--- src/rtl/m_bus_bridge_pkg.sv ---
// Shared encodings for the M-stage data-bus bridge: access sizes, exception codes,
// FSM states and the byte-lane helpers used at issue time.
package m_bus_bridge_pkg;

  localparam logic [1:0] SZ_BYTE = 2'd0;
  localparam logic [1:0] SZ_HALF = 2'd1;
  localparam logic [1:0] SZ_WORD = 2'd2;

  localparam logic [4:0] EXC_ADEL = 5'd4;
  localparam logic [4:0] EXC_ADES = 5'd5;
  localparam logic [4:0] EXC_DBE  = 5'd7;

  typedef enum logic [1:0] {
    ST_IDLE = 2'd0,
    ST_BUSY = 2'd1,
    ST_DONE = 2'd2
  } state_e;

  function automatic logic [3:0] byte_en(input logic [1:0] size, input logic [1:0] a);
    case (size)
      SZ_BYTE: return 4'b0001 << a;
      SZ_HALF: return a[1] ? 4'b1100 : 4'b0011;
      default: return 4'b1111;
    endcase
  endfunction

  // Stores replicate the datum into every lane so the slave only needs bus_be.
  function automatic logic [31:0] store_lanes(input logic [1:0] size, input logic [31:0] d);
    case (size)
      SZ_BYTE: return {4{d[7:0]}};
      SZ_HALF: return {2{d[15:0]}};
      default: return d;
    endcase
  endfunction

  function automatic logic misaligned(input logic [1:0] size, input logic [1:0] a);
    return (size == SZ_HALF && a[0]) || (size == SZ_WORD && a != 2'b00);
  endfunction

endpackage

--- src/rtl/m_bus_bridge_load_ext.sv ---
// Load-data extraction: picks the addressed byte/half lane of the bus word and
// sign- or zero-extends it to 32 bits.
module m_bus_bridge_load_ext (
  input  logic [31:0] rdata,
  input  logic [1:0]  addr,
  input  logic [1:0]  size,
  input  logic        sign,
  output logic [31:0] data
);
  import m_bus_bridge_pkg::*;

  logic [7:0]  lane_b;
  logic [15:0] lane_h;

  always_comb begin
    case (addr)
      2'd0:    lane_b = rdata[7:0];
      2'd1:    lane_b = rdata[15:8];
      2'd2:    lane_b = rdata[23:16];
      default: lane_b = rdata[31:24];
    endcase
    lane_h = addr[1] ? rdata[31:16] : rdata[15:0];
    case (size)
      SZ_BYTE: data = {{24{sign & lane_b[7]}}, lane_b};
      SZ_HALF: data = {{16{sign & lane_h[15]}}, lane_h};
      default: data = rdata;
    endcase
  end

endmodule

--- src/rtl/m_bus_bridge.sv ---
// M-stage bus bridge: issues the registered memory op as a req/ack transaction,
// stalls the pipe while it is outstanding and resolves AdEL/AdES/DBE.
//
// state | meaning
// IDLE  | no transaction; a valid, aligned, unflushed op issues on this edge
// BUSY  | bus_req held with stable bus_* until ack or timeout
// DONE  | one cycle: load result / DBE presented, pipe released
module m_bus_bridge #(
  parameter int         TO_W     = 8,
  parameter logic [4:0] EXC_ADEL = m_bus_bridge_pkg::EXC_ADEL,
  parameter logic [4:0] EXC_ADES = m_bus_bridge_pkg::EXC_ADES,
  parameter logic [4:0] EXC_DBE  = m_bus_bridge_pkg::EXC_DBE
) (
  input  logic        clk,
  input  logic        reset,
  input  logic        mem_rd,
  input  logic        mem_wr,
  input  logic [1:0]  mem_size,
  input  logic        mem_sign,
  input  logic [31:0] addr_m,
  input  logic [31:0] wdata_m,
  input  logic [4:0]  exccode_in,
  input  logic        flush,
  output logic        bus_req,
  output logic        bus_we,
  output logic [31:0] bus_addr,
  output logic [3:0]  bus_be,
  output logic [31:0] bus_wdata,
  input  logic        bus_ack,
  input  logic [31:0] bus_rdata,
  output logic        stall_m,
  output logic [31:0] ld_data,
  output logic        ld_valid,
  output logic [4:0]  exccode_out,
  output logic [31:0] badvaddr
);
  import m_bus_bridge_pkg::*;

  // Down-counter spans 2**TO_W-1 BUSY cycles: loaded with 2**TO_W-2, expires at zero.
  localparam logic [TO_W-1:0] TO_LOAD = {{(TO_W-1){1'b1}}, 1'b0};
  localparam logic [TO_W-1:0] TO_ONE  = {{(TO_W-1){1'b0}}, 1'b1};

  state_e          state_q, state_d;
  logic            misalign, go, timeout;
  logic [TO_W-1:0] to_cnt_q;
  logic            req_q, we_q, sign_q, killed_q, dbe_q, ld_valid_q;
  logic [1:0]      size_q;
  logic [3:0]      be_q;
  logic [31:0]     addr_q, wdata_q, ld_data_q, ext_data;

  assign misalign = misaligned(mem_size, addr_m[1:0]);
  assign go       = (mem_rd | mem_wr) && (exccode_in == 5'd0) && !misalign && !flush;
  assign timeout  = (state_q == ST_BUSY) && !bus_ack && (to_cnt_q == '0);

  always_ff @(posedge clk) begin
    if (reset) state_q <= ST_IDLE;
    else       state_q <= state_d;
  end

  always_comb begin
    state_d = state_q;
    stall_m = 1'b0;
    case (state_q)
      ST_IDLE: begin
        stall_m = go;
        if (go) state_d = ST_BUSY;
      end
      ST_BUSY: begin
        stall_m = 1'b1;
        if (bus_ack || timeout) state_d = ST_DONE;
      end
      ST_DONE: state_d = ST_IDLE;
      default: state_d = ST_IDLE;
    endcase
    if (reset) stall_m = 1'b0;
  end

  always_ff @(posedge clk) begin
    if (reset) begin
      req_q      <= 1'b0;
      we_q       <= 1'b0;
      addr_q     <= '0;
      be_q       <= '0;
      wdata_q    <= '0;
      size_q     <= '0;
      sign_q     <= 1'b0;
      to_cnt_q   <= '0;
      killed_q   <= 1'b0;
      dbe_q      <= 1'b0;
      ld_valid_q <= 1'b0;
      ld_data_q  <= '0;
    end else begin
      case (state_q)
        ST_IDLE: begin
          if (go) begin
            req_q    <= 1'b1;
            we_q     <= mem_wr;
            addr_q   <= addr_m;
            be_q     <= byte_en(mem_size, addr_m[1:0]);
            wdata_q  <= store_lanes(mem_size, wdata_m);
            size_q   <= mem_size;
            sign_q   <= mem_sign;
            to_cnt_q <= TO_LOAD;
            killed_q <= 1'b0;
          end
        end
        ST_BUSY: begin
          // A flush never aborts the bus cycle; it only suppresses the load result.
          if (flush) killed_q <= 1'b1;
          if (bus_ack) begin
            req_q      <= 1'b0;
            ld_data_q  <= ext_data;
            ld_valid_q <= !we_q && !killed_q && !flush;
          end else if (timeout) begin
            req_q <= 1'b0;
            dbe_q <= 1'b1;
          end else begin
            to_cnt_q <= to_cnt_q - TO_ONE;
          end
        end
        ST_DONE: begin
          ld_valid_q <= 1'b0;
          dbe_q      <= 1'b0;
        end
        default: ;
      endcase
    end
  end

  m_bus_bridge_load_ext u_load_ext (
    .rdata (bus_rdata),
    .addr  (addr_q[1:0]),
    .size  (size_q),
    .sign  (sign_q),
    .data  (ext_data)
  );

  // Carried-in codes win over misalignment; DBE only appears in the DONE cycle.
  always_comb begin
    exccode_out = 5'd0;
    badvaddr    = 32'd0;
    if (state_q == ST_DONE) begin
      if (dbe_q) begin
        exccode_out = EXC_DBE;
        badvaddr    = addr_q;
      end
    end else if (state_q == ST_IDLE) begin
      if (exccode_in != 5'd0) begin
        exccode_out = exccode_in;
      end else if ((mem_rd | mem_wr) && misalign) begin
        exccode_out = mem_wr ? EXC_ADES : EXC_ADEL;
        badvaddr    = addr_m;
      end
    end
  end

  assign bus_req   = req_q;
  assign bus_we    = we_q;
  assign bus_addr  = {addr_q[31:2], 2'b00};
  assign bus_be    = be_q;
  assign bus_wdata = wdata_q;
  assign ld_data   = ld_data_q;
  assign ld_valid  = ld_valid_q;

endmodule

--- config.mk ---
export PLATFORM = sky130hd
export DESIGN_NAME = m_bus_bridge
export DESIGN_NICKNAME = d
export VERILOG_FILES = /design/src/rtl/m_bus_bridge_pkg.sv /design/src/rtl/m_bus_bridge_load_ext.sv /design/src/rtl/m_bus_bridge.sv
export SDC_FILE = /design/constraint.sdc
export NUM_CORES = 1
export LEC_CHECK = 0
export ABC_CLOCK_PERIOD_IN_PS = 4070
export CORE_MARGIN = 2
export CORE_UTILIZATION = 47
export CTS_BUF_LIST = sky130_fd_sc_hd__clkbuf_16
export CTS_CLUSTER_DIAMETER = 50
export DETAILED_ROUTE_END_ITERATION = 6
export MAX_ROUTING_LAYER = met4
export PLACE_DENSITY = 0.86
export REMOVE_ABC_BUFFERS = 1
export SYNTH_ARGS = -nofsm -noshare
export SYNTH_HDL_FRONTEND = slang
export SYNTH_HIERARCHICAL = 1
export SYNTH_SLANG_ARGS = --single-unit
--- constraint.sdc ---
create_clock -name clk -period 4.07 [get_ports clk]
set_input_delay 0.6105 -clock clk [delete_from_list [all_inputs] [get_ports clk]]
set_output_delay 0.6105 -clock clk [all_outputs]
set_load 0.02 [all_outputs]
==> results of run 1 <==
==> critical path, delay by kind of cell <==
family,cells,cell delay (ns)
buffers and inverters,3,1.31
AND/OR/NAND/NOR,3,1.21
AO/OA/AOI/OAI,1,0.18
==> cells by family after synthesis <==
family / share of synthesized area
XOR/XNOR: 0.00141
multiplexers: 0.0665
flip-flops: 0.380
AND/OR/NAND/NOR: 0.197
adder cells (fa/ha/maj): 0.00403
AO/OA/AOI/OAI: 0.251
buffers and inverters: 0.0993
other: 0.000604
==> metrics by stage <==
stage	util	cell area, µm²	setup WS, ns
after CTS	0.687	8990	0.133
after detailed placement	0.645	8450	0.168
final	0.688	9000	0.119
after global routing	0.688	9000	0.0798
after floorplan	-	5630	0.358
after global placement	0.645	8450	0.212
==> routing by layer <==
layer	GRT usage	share of wire	vias up	wire, µm
met5	-	0	-	0
met4	0.0833	0.017	0	346
met3	0.0757	0.073	29	1450
met2	0.465	0.49	263	9790
met1	0.339	0.42	2988	8390
li1	-	-	3022	-
==> cell usage after synthesis, types with 12 or more instances <==
cell type and count:
sky130_fd_sc_hd__clkbuf_1 36, sky130_fd_sc_hd__dfxtp_1 118, sky130_fd_sc_hd__nand2_1 198, sky130_fd_sc_hd__buf_2 16, sky130_fd_sc_hd__a21oi_1 94, sky130_fd_sc_hd__buf_4 34
sky130_fd_sc_hd__a22o_1 33, sky130_fd_sc_hd__mux2i_1 39, sky130_fd_sc_hd__nor2_1 32, sky130_fd_sc_hd__a211oi_1 16, sky130_fd_sc_hd__o211ai_1 15, sky130_fd_sc_hd__nor2b_1 12
==> flip-flops by register name, summed over array words and instances, names as in the netlist <==
register and cells:
state_q 2, bus_be 4, bus_req 1, killed_q 1, bus_we 1, size_q 2
ld_data 32, ld_valid 1, addr_q 32, sign_q 1, to_cnt_q 8, bus_wdata 32
dbe_q 1
==> report_power, final <==
group          total (W)  switching, W  internal (W)
sequential       0.00116    0.00000380       0.00116
clock            0.00140      0.000524      0.000880
combinational   0.000271      0.000126      0.000145
==> path summary, 6_finish.rpt <==
| check | slack (ns) | endpoint | cells after the start |
|---|---|---|---|
| setup reg to reg | 1.57 | ld_data[13] | 5 |
| hold / removal | 0.45 | bus_wdata[7] | 2 |
| hold reg to reg | 0.45 | bus_wdata[7] | 2 |
| setup / recovery | 0.12 | badvaddr[4] | 7 |
==> cell type report <==
| cell class | instances | area share |
|---|---|---|
| clock inverter | 15 | 0.0138 |
| tap | 176 | 0.0245 |
| multi-input combinational | 542 | 0.360 |
| inverter | 8 | 0.00334 |
| sequential | 118 | 0.263 |
| clock buffer | 17 | 0.0473 |
| timing repair buffer | 261 | 0.288 |
| antenna | 1 | 0.000278 |
==> run summary, run 1 <==
The flow ran to the end, and the final reports show no timing, DRC or antenna violations. The start point of the critical path is exccode_in[2]. The CTS H-tree depth came out at 4.

The final hold slack is 0.447 ns. The half-perimeter wire length after detailed placement is 13600 µm. The violation count after the first detailed-routing iteration came out at 476. In this run the deepest clock path goes through 2 buffers. The die width came out at 119 µm. The average instance area after synthesis came out at 8.13 µm². The die covers 0.0142 mm².

For the pin with the worst max-slew slack, the measured transition is 1.21 ns. The biggest area consumer among synthesized cells is sky130_fd_sc_hd__dfxtp_1. The filler-free cell count of the finished design is 1138. The clock latency at the later pin of the worst-skew pair is 0.41 ns.

The final-report hold violation count is 0. The type of the most critical hold path is register to register. The register area share after synthesis came out at 0.380. The average wire per standard cell came out at 17.6 µm. Of the cells placed in the final design, the portion with a size suffix greater than 1 is 0.0656.

The sum of internal, switching and leakage power is 0.00284 W. The area share of the largest cell type after synthesis came out at 0.380. The pin count of the biggest net entering global routing came out at 83. The die outline height came out at 119 µm. The clock edge transition at the registers on the reported setup and hold paths came out at 0.05 ns. The worst-case vdd ir drop came out at 0.345 mV. Data arrives at the worst endpoint at 3.34 ns. The number of buffers inserted by hold repair at cts is 0. The maximum operating frequency is 253 MHz. The count of nets left with antenna violations after detail routing is 0. The I/O pin count came out at 251. The combined area of all synthesized cells is 0.00621 mm². At the end of routability-driven placement, the weighted congestion stood at 0.866.

The row count came out at 42. The DRC violation count after routing is 0. The final global-route overflow total is 0. The clock sink count came out at 118. The post-route clock period utilization came out at 0.971.

The most common cell after layout, fill and taps aside is sky130_fd_sc_hd__clkdlybuf4s50_1. The final-stage net count came out at 1060. After synthesis, the cell types taking the most area are sky130_fd_sc_hd__dfxtp_1 (38%), sky130_fd_sc_hd__nand2_1 (12%), sky130_fd_sc_hd__a21oi_1 (7.6%), sky130_fd_sc_hd__mux2i_1 (6.3%), sky130_fd_sc_hd__a22o_1 (4.7%). The routed design could run at a clock period as short as 3.95 ns.

Setup repair after global routing left no endpoint under its margin. The most numerous cell type found on the critical path is sky130_fd_sc_hd__clkdlybuf4s50_1. The reg-to-reg critical path startpoint is size_q[1]. For this design, the slowest cell found on the critical path is sky130_fd_sc_hd__clkdlybuf4s50_1. The layout overhead on the synthesized area is 44.8%. The synthesized design contains 0 enable-type register cells. The power density over the cells is 316 mW/mm².

Across every metal layer, demand over resource in global routing totals 0.282. Max-cap violations in this run came to 0. After detailed routing, the total wire length is 20000 µm. The worst-case headroom to the max-slew limit is 0.194. The share of flip-flops with an asynchronous set or reset is 0. Buffers added to address setup during post-CTS repair amount to 0.

The count of fill cells added during filler insertion is 1046. The maximum cell stage delay along the critical path is 0.65 ns. The initial cell density of the core came out at 0.475. The endpoint type of the worst setup path is an output pin.

The data required time at the worst endpoint is 3.46 ns. The final total negative setup slack is 0 ns. The sequential cells in the finished layout cover a total of 0.00236 mm². In this run the worst path has a maximum fanout of 33.

Traced cell by cell, the critical path runs through clkdlybuf4s50_1 > or4_1 > or3_1 > nor3b_4 > buf_12 > a22o_1 > clkdlybuf4s50_1. The Yosys step of the flow raised 6 warnings. The static leakage is 3.07 nW. The startpoint identified for the worst hold timing path is bus_wdata[7]. In the layout the commonest cells are sky130_fd_sc_hd__clkdlybuf4s50_1 (247), sky130_fd_sc_hd__nand2_1 (198), sky130_fd_sc_hd__dfxtp_1 (118).

The number of gates resized after CTS was 0. The number of pins with negative max-slew slack in the final report is 0. The number of global-route vias before repair is 5910. By startpoint and endpoint, the worst setup path is classified as primary input to output pin. The synthesized design contains 118 register bits. Clock tree synthesis selected as its root buffer the cell sky130_fd_sc_hd__clkbuf_16. Counting tap cells, the placed design contains a total of 1105 instances.

The number of buffers created by CTS came out at 17. The first-pass GRT wire length came out at 31300 µm. The main flop type after synthesis is sky130_fd_sc_hd__dfxtp_1. Clock skew on the completed layout was measured at 0.0103 ns. TritonCTS built the clock tree.

During placement, the flow inserted port buffers numbering 248. Summing all multi-input logic gate instances after layout gives 0.00324 mm². The worst setup path is launched from a primary input. The initial antenna violation count came out at 1. The final route contains 6302 vias. The post-detailed-route via-to-cell ratio is 5.54. The area of the core came out at 0.0131 mm². The final setup violation count is 0. The gate count of the mapped netlist is 764. The detailed-router iteration count before antenna repair is 5. The number of distinct library cells after synthesis came out at 54.
No activity file was read; power rests on OpenSTA's default activity.
==> inputs of run 2 (changes only) <==
Settings changed: ABC_CLOCK_PERIOD_IN_PS 4070 to 4900.
Clock period 4.07 ns to 4.9 ns, I/O delays scaled along.
==> run 2 against run 1 <==
The run now ends with design-rule violations left. Critical path depth unchanged. Critical path type unchanged. Via count shrank 1.2%. Worst hold slack better by 0.0013 ns. Core utilization up 0.50 points. Total power down 8.9%. Sequential cell count is the same. First-iteration DRC count decreased by 1.1%. Register-to-register slack improved by 0.43 ns.
==> run summary, run 2 (synthesis results as in run 1) <==
The floorplan step set the die height to 119 µm. The clock sink count came out at 118. The worst pin sits at a relative slew slack of 0.235.

TritonCTS built the clock tree. The fraction of layout cells with a size suffix above 1 came out at 0.0669. The HPWL after detailed placement is 13100 µm. The number of pins with negative max-slew slack in the final report is 0. Global routing finished with a remaining overflow of 0.

The first-pass GRT wire length came out at 30600 µm. After detailed routing, the total wire length is 19600 µm. The count of nets left with antenna violations after detail routing came out at 0.

The critical path in this run is classified as primary input to output pin. The total of buffers placed on input and output ports is 248. The final setup violation count is 0.

The number of buffers inserted by hold repair at cts is 0. The I/O pin count came out at 251. The final instance area came out at 0.00906 mm². Across the VDD grid, the largest voltage drop is 0.233 mV. The global router's overall resource usage came out at 0.278. The CTS H-tree depth is 4. The endpoint type of the worst setup path is an output pin. The final total negative setup slack came out at 0 ns. Leaving out fill and tap cells, the most frequent cell in the layout is sky130_fd_sc_hd__clkdlybuf4s50_1. The row count is 42. The number of buffers created by CTS came out at 17. The layout overhead on the synthesized area came out at 45.9%. The tree is rooted in a sky130_fd_sc_hd__clkbuf_16. The count of buffers added by post-CTS timing repair for setup is 0. Along the worst path, the maximum fanout reaches 33. The detailed-router iteration count before antenna repair is 7. In this run the power density over the cells is 285 mW/mm². The checks that failed: design-rule violations. The final design utilization is 0.693. For the finished layout, the period the worst path requires is 4.42 ns.

Entering global routing, the biggest net connects 67 pins. The top cell types in the final layout, fill and taps aside, are sky130_fd_sc_hd__clkdlybuf4s50_1 (247), sky130_fd_sc_hd__nand2_1 (198), sky130_fd_sc_hd__dfxtp_1 (118). The number of max-cap violations is 0. The data required time at the worst endpoint came out at 4.16 ns. The slew at the pin with the worst max-slew slack came out at 1.14 ns. Data arrives at the worst endpoint at 3.68 ns. Setup repair after global routing left no endpoint under its margin. The sum of internal, switching and leakage power came out at 0.00259 W.

STA classifies the critical path startpoint as a primary input. The average wire per standard cell is 17.3 µm. The clock edge transition at the registers on the reported setup and hold paths came out at 0.05 ns. After detailed placement, the total cell area comes to 0.00840 mm². The die width came out at 119 µm. The total inserted antenna cells came out at 0. The core region is 0.0131 mm². The initial cell density of the core is 0.475.

The worst clock skew on the final layout is 0.00437 ns. The initial antenna violation count is 0. The final-report hold violation count came out at 0.

The maximum operating frequency is 226 MHz. The number of global-route vias before repair is 5846. The final-stage net count is 1056. The layout has 1052 filler cells. The clock tree buffer depth came out at 2. The post-route clock period utilization came out at 0.902.

The violation count after the first detailed-routing iteration came out at 471. The final weighted congestion in routability-driven placement is 0.858. The post-detailed-route via-to-cell ratio is 5.50. The post-cts sizing count came out at 0. The detailed router placed 6228 vias in this run.

The static leakage is 3.07 nW. For this run, design rule violations remaining after detail routing come to 1. The floorplan step defined a die boundary enclosing 0.0142 mm². The type of the most critical hold path is register to register. The flow ran to the end, but the final reports show violations. The later pin in the worst-skew pair is clocked with a latency of 0.41 ns.
## run 2: per-stage QoR
step                worst slack (ns)  hold slack, ns  std cells
floorplan                      0.939           0.435        668
global placement               0.486           0.437       1101
detailed placement             0.470           0.444       1101
CTS                            0.473           0.450       1133
global route                   0.383           0.469       1133
finish                         0.481           0.448       1133
## run 2: final timing paths
path	depth (start not counted)	slack [ns]	to	from
worst min-delay path	2	0.45	bus_wdata[7]	bus_wdata[7]
worst max register to register	5	2.00	ld_data[12]	addr_q[1]
worst min register to register	2	0.45	bus_wdata[7]	bus_wdata[7]
worst max-delay path	7	0.48	badvaddr[2]	exccode_in[2]
## run 2: report_power, final
part | internal (W) | switching (W)
sequential | 0.000964 | 0.00000324
combinational | 0.000119 | 0.000104
clock | 0.000946 | 0.000450
## run 2: final cells by class
cell class              instances  area (µm²)  share of cell area
multi-input cells             542        3240               0.358
repair buffers                257        2550               0.281
flip-flops and latches        118        2360               0.261
clock buffers                  17         425              0.0469
clock inverters                15         234              0.0258
well taps                     176         220              0.0243
inverters                       8        30.0             0.00331
## run 2: routing by layer
| layer | vias to the layer above | wire [µm] | global-route usage |
|---|---|---|---|
| li1 | 3005 | - | - |
| met1 | 2924 | 8240 | 0.339 |
| met2 | 266 | 9300 | 0.438 |
| met3 | 33 | 1560 | 0.0761 |
| met4 | 0 | 520 | 0.110 |
| met5 | - | 0 | - |
## run 2: worst max-delay path, stage by stage
cell and delay, ns:
sky130_fd_sc_hd__clkdlybuf4s50_1 0.44, sky130_fd_sc_hd__or4_1 0.54, sky130_fd_sc_hd__or3_1 0.55, sky130_fd_sc_hd__nor3b_4 0.21, sky130_fd_sc_hd__buf_4 0.36, sky130_fd_sc_hd__a22o_1 0.20
sky130_fd_sc_hd__clkdlybuf4s50_1 0.62
==> inputs of run 3 (changes only) <==
Settings changed: ABC_CLOCK_PERIOD_IN_PS 4900 to 4850, CORE_UTILIZATION 47 to 44, PLACE_DENSITY 0.86 to 0.81, SETUP_SLACK_MARGIN set to 0.2.
Clock period 4.9 ns to 4.85 ns, I/O delays scaled along.
==> run 3 against run 2 <==
The run now ends clean. Via count decreased by 1.0%. Die area increased by 6.6%. Setup slack lost 0.061 ns. Combinational power is essentially flat. Worst hold slack better by 0.0033 ns. Clock power is 22% lower. Critical path type unchanged. Largest cell class unchanged.
==> run summary, run 3 (synthesis results as in run 1) <==
After detailed routing, the met3 layer carries 1750 µm of wire. The count of fill cells added during filler insertion came out at 1167. At the end of routability-driven placement, the weighted congestion stood at 0.843. The final hold slack came out at 0.451 ns.

The number of global-route vias before repair is 6016. The area of the multi-input gates came out at 0.00324 mm². The aggregate routed wire length is 19500 µm. The initial antenna violation count came out at 0. The worst-case vdd ir drop came out at 0.208 mV.

The data required time at the worst endpoint is 4.12 ns. The final global-route overflow total came out at 0. STA classifies the critical path startpoint as a primary input. Once the clock tree was built, the resizer swapped 0 gates to a different size. Max-cap violations in this run came to 0. The total inserted antenna cells is 0.

The slew at the pin with the worst max-slew slack came out at 1.18 ns. TritonCTS built the clock tree. The count of buffers added by post-CTS timing repair for setup is 0. The run finished with clean final reports.

The clock edge transition at the registers on the reported setup and hold paths came out at 0.05 ns. The minimum period implied by the final worst setup slack came out at 4.43 ns. The fraction of layout cells with a size suffix above 1 is 0.0565. At the later pin of the worst-skew pair, clock insertion delay measures 0.42 ns. For this run, the total global-route usage over all layers was measured as 0.266.

The DRC violation count after routing is 0. The initial cell density of the core came out at 0.449. The clock sink count is 118. In this run the worst hold path is classified as register to register. After detailed routing, the average wire length per cell comes to 17.2 µm. The setup path with the least slack is of type primary input to output pin. Detailed routing placed a total of 8980 µm of wire on met2. The worst clock skew on the final layout came out at 0.0118 ns. The post-route clock period utilization came out at 0.913. The power density over the cells came out at 257 mW/mm². Setup repair after global routing left no endpoint under its margin. The final-report hold violation count came out at 0. The pin count of the biggest net entering global routing came out at 81. From synthesis to final layout, the design area changed by 43.7%. After floorplanning, the core was divided into 43 placement rows.

The final setup violation count came out at 0. Routed signal wires occupy layers up through met4. The die area came out at 0.0151 mm². The half-perimeter wire length after detailed placement is 13200 µm. The sequential cells in the finished layout cover a total of 0.00236 mm². The worst endpoint data arrival time is 3.70 ns. Buffers placed on the I/O ports in this run total 248.

The static leakage came out at 3.03 nW. The wire length on met1 came out at 8220 µm. The I/O pin count came out at 251. STA classifies the critical path endpoint as an output pin. The die width is 123 µm. The maximum operating frequency is 226 MHz. The core region is 0.0138 mm². Setup total negative slack on the finished layout was measured at 0 ns. Leaving out fill and tap cells, the most frequent cells in the layout are sky130_fd_sc_hd__clkdlybuf4s50_1 (247), sky130_fd_sc_hd__nand2_1 (198), sky130_fd_sc_hd__dfxtp_1 (118). The detailed router finished its first iteration with 444 violations. Along the worst path, the maximum fanout reaches 33. The most common cell after layout, fill and taps aside is sky130_fd_sc_hd__clkdlybuf4s50_1. The total number of vias is 6165. The post-detailed-route via-to-cell ratio is 5.43. The root buffer cell chosen for the clock tree is sky130_fd_sc_hd__clkbuf_16. The final-stage net count is 1056. The CTS H-tree depth is 4. The worst-case headroom to the max-slew limit came out at 0.208. The die outline height is 123 µm.

The number of pins with negative max-slew slack in the final report is 0. The first-pass GRT wire length is 30300 µm. The count of nets left with antenna violations after detail routing is 0. The detailed-router iteration count before antenna repair is 5.

The number of buffers inserted by hold repair at cts is 0. No sink is reached through more buffers than the 2 on the longest clock path. The number of buffers created by CTS came out at 17.
==> run 3: routing by layer <==
layer / global-route usage / vias to the layer above
met2: 0.416 / 244
met1: 0.314 / 2875
met5: - / -
met4: 0.108 / 0
met3: 0.0883 / 38
li1: - / 3008
==> run 3: power breakdown <==
part,switching [W],internal (W)
Combinational,0.000102,0.000121
Sequential,0.00000335,0.000975
Clock,0.000419,0.000675
==> run 3: per-stage QoR <==
step	setup WS [ns]	area [µm²]	utilization	power [W]	instances
3_3_place_gp	0.468	8420	0.609	0.00122	1105
4_1_cts	0.407	8920	0.645	0.00231	1135
6_report	0.420	8920	0.645	0.00230	1135
5_1_grt	0.323	8920	0.645	0.00237	1135
2_1_floorplan	0.904	5630	-	0.00106	668
3_5_place_dp	0.408	8420	0.609	0.00122	1105
==> run 3: final timing paths <==
kind | from | to | slack, ns | cells after the start
max | exccode_in[2] | badvaddr[12] | 0.42 | 7
min | ld_data[11] | ld_data[11] | 0.45 | 2
max reg2reg | addr_q[1] | ld_data[16] | 2.01 | 5
min reg2reg | ld_data[11] | ld_data[11] | 0.45 | 2
==> run 3: cell type report <==
cell class	count	area share
Multi-Input combinational cell	542	0.363
Timing Repair Buffer	257	0.287
Sequential cell	118	0.265
Clock buffer	17	0.0477
Tap cell	180	0.0252
Clock inverter	13	0.00883
Inverter	8	0.00336
==> run 3: critical path, stage by stage <==
cell	delay, ns
sky130_fd_sc_hd__clkdlybuf4s50_1	0.48
sky130_fd_sc_hd__or4_1	0.54
sky130_fd_sc_hd__or3_1	0.54
sky130_fd_sc_hd__nor3b_4	0.22
sky130_fd_sc_hd__buf_4	0.36
sky130_fd_sc_hd__a22o_1	0.20
sky130_fd_sc_hd__clkdlybuf4s50_1	0.61
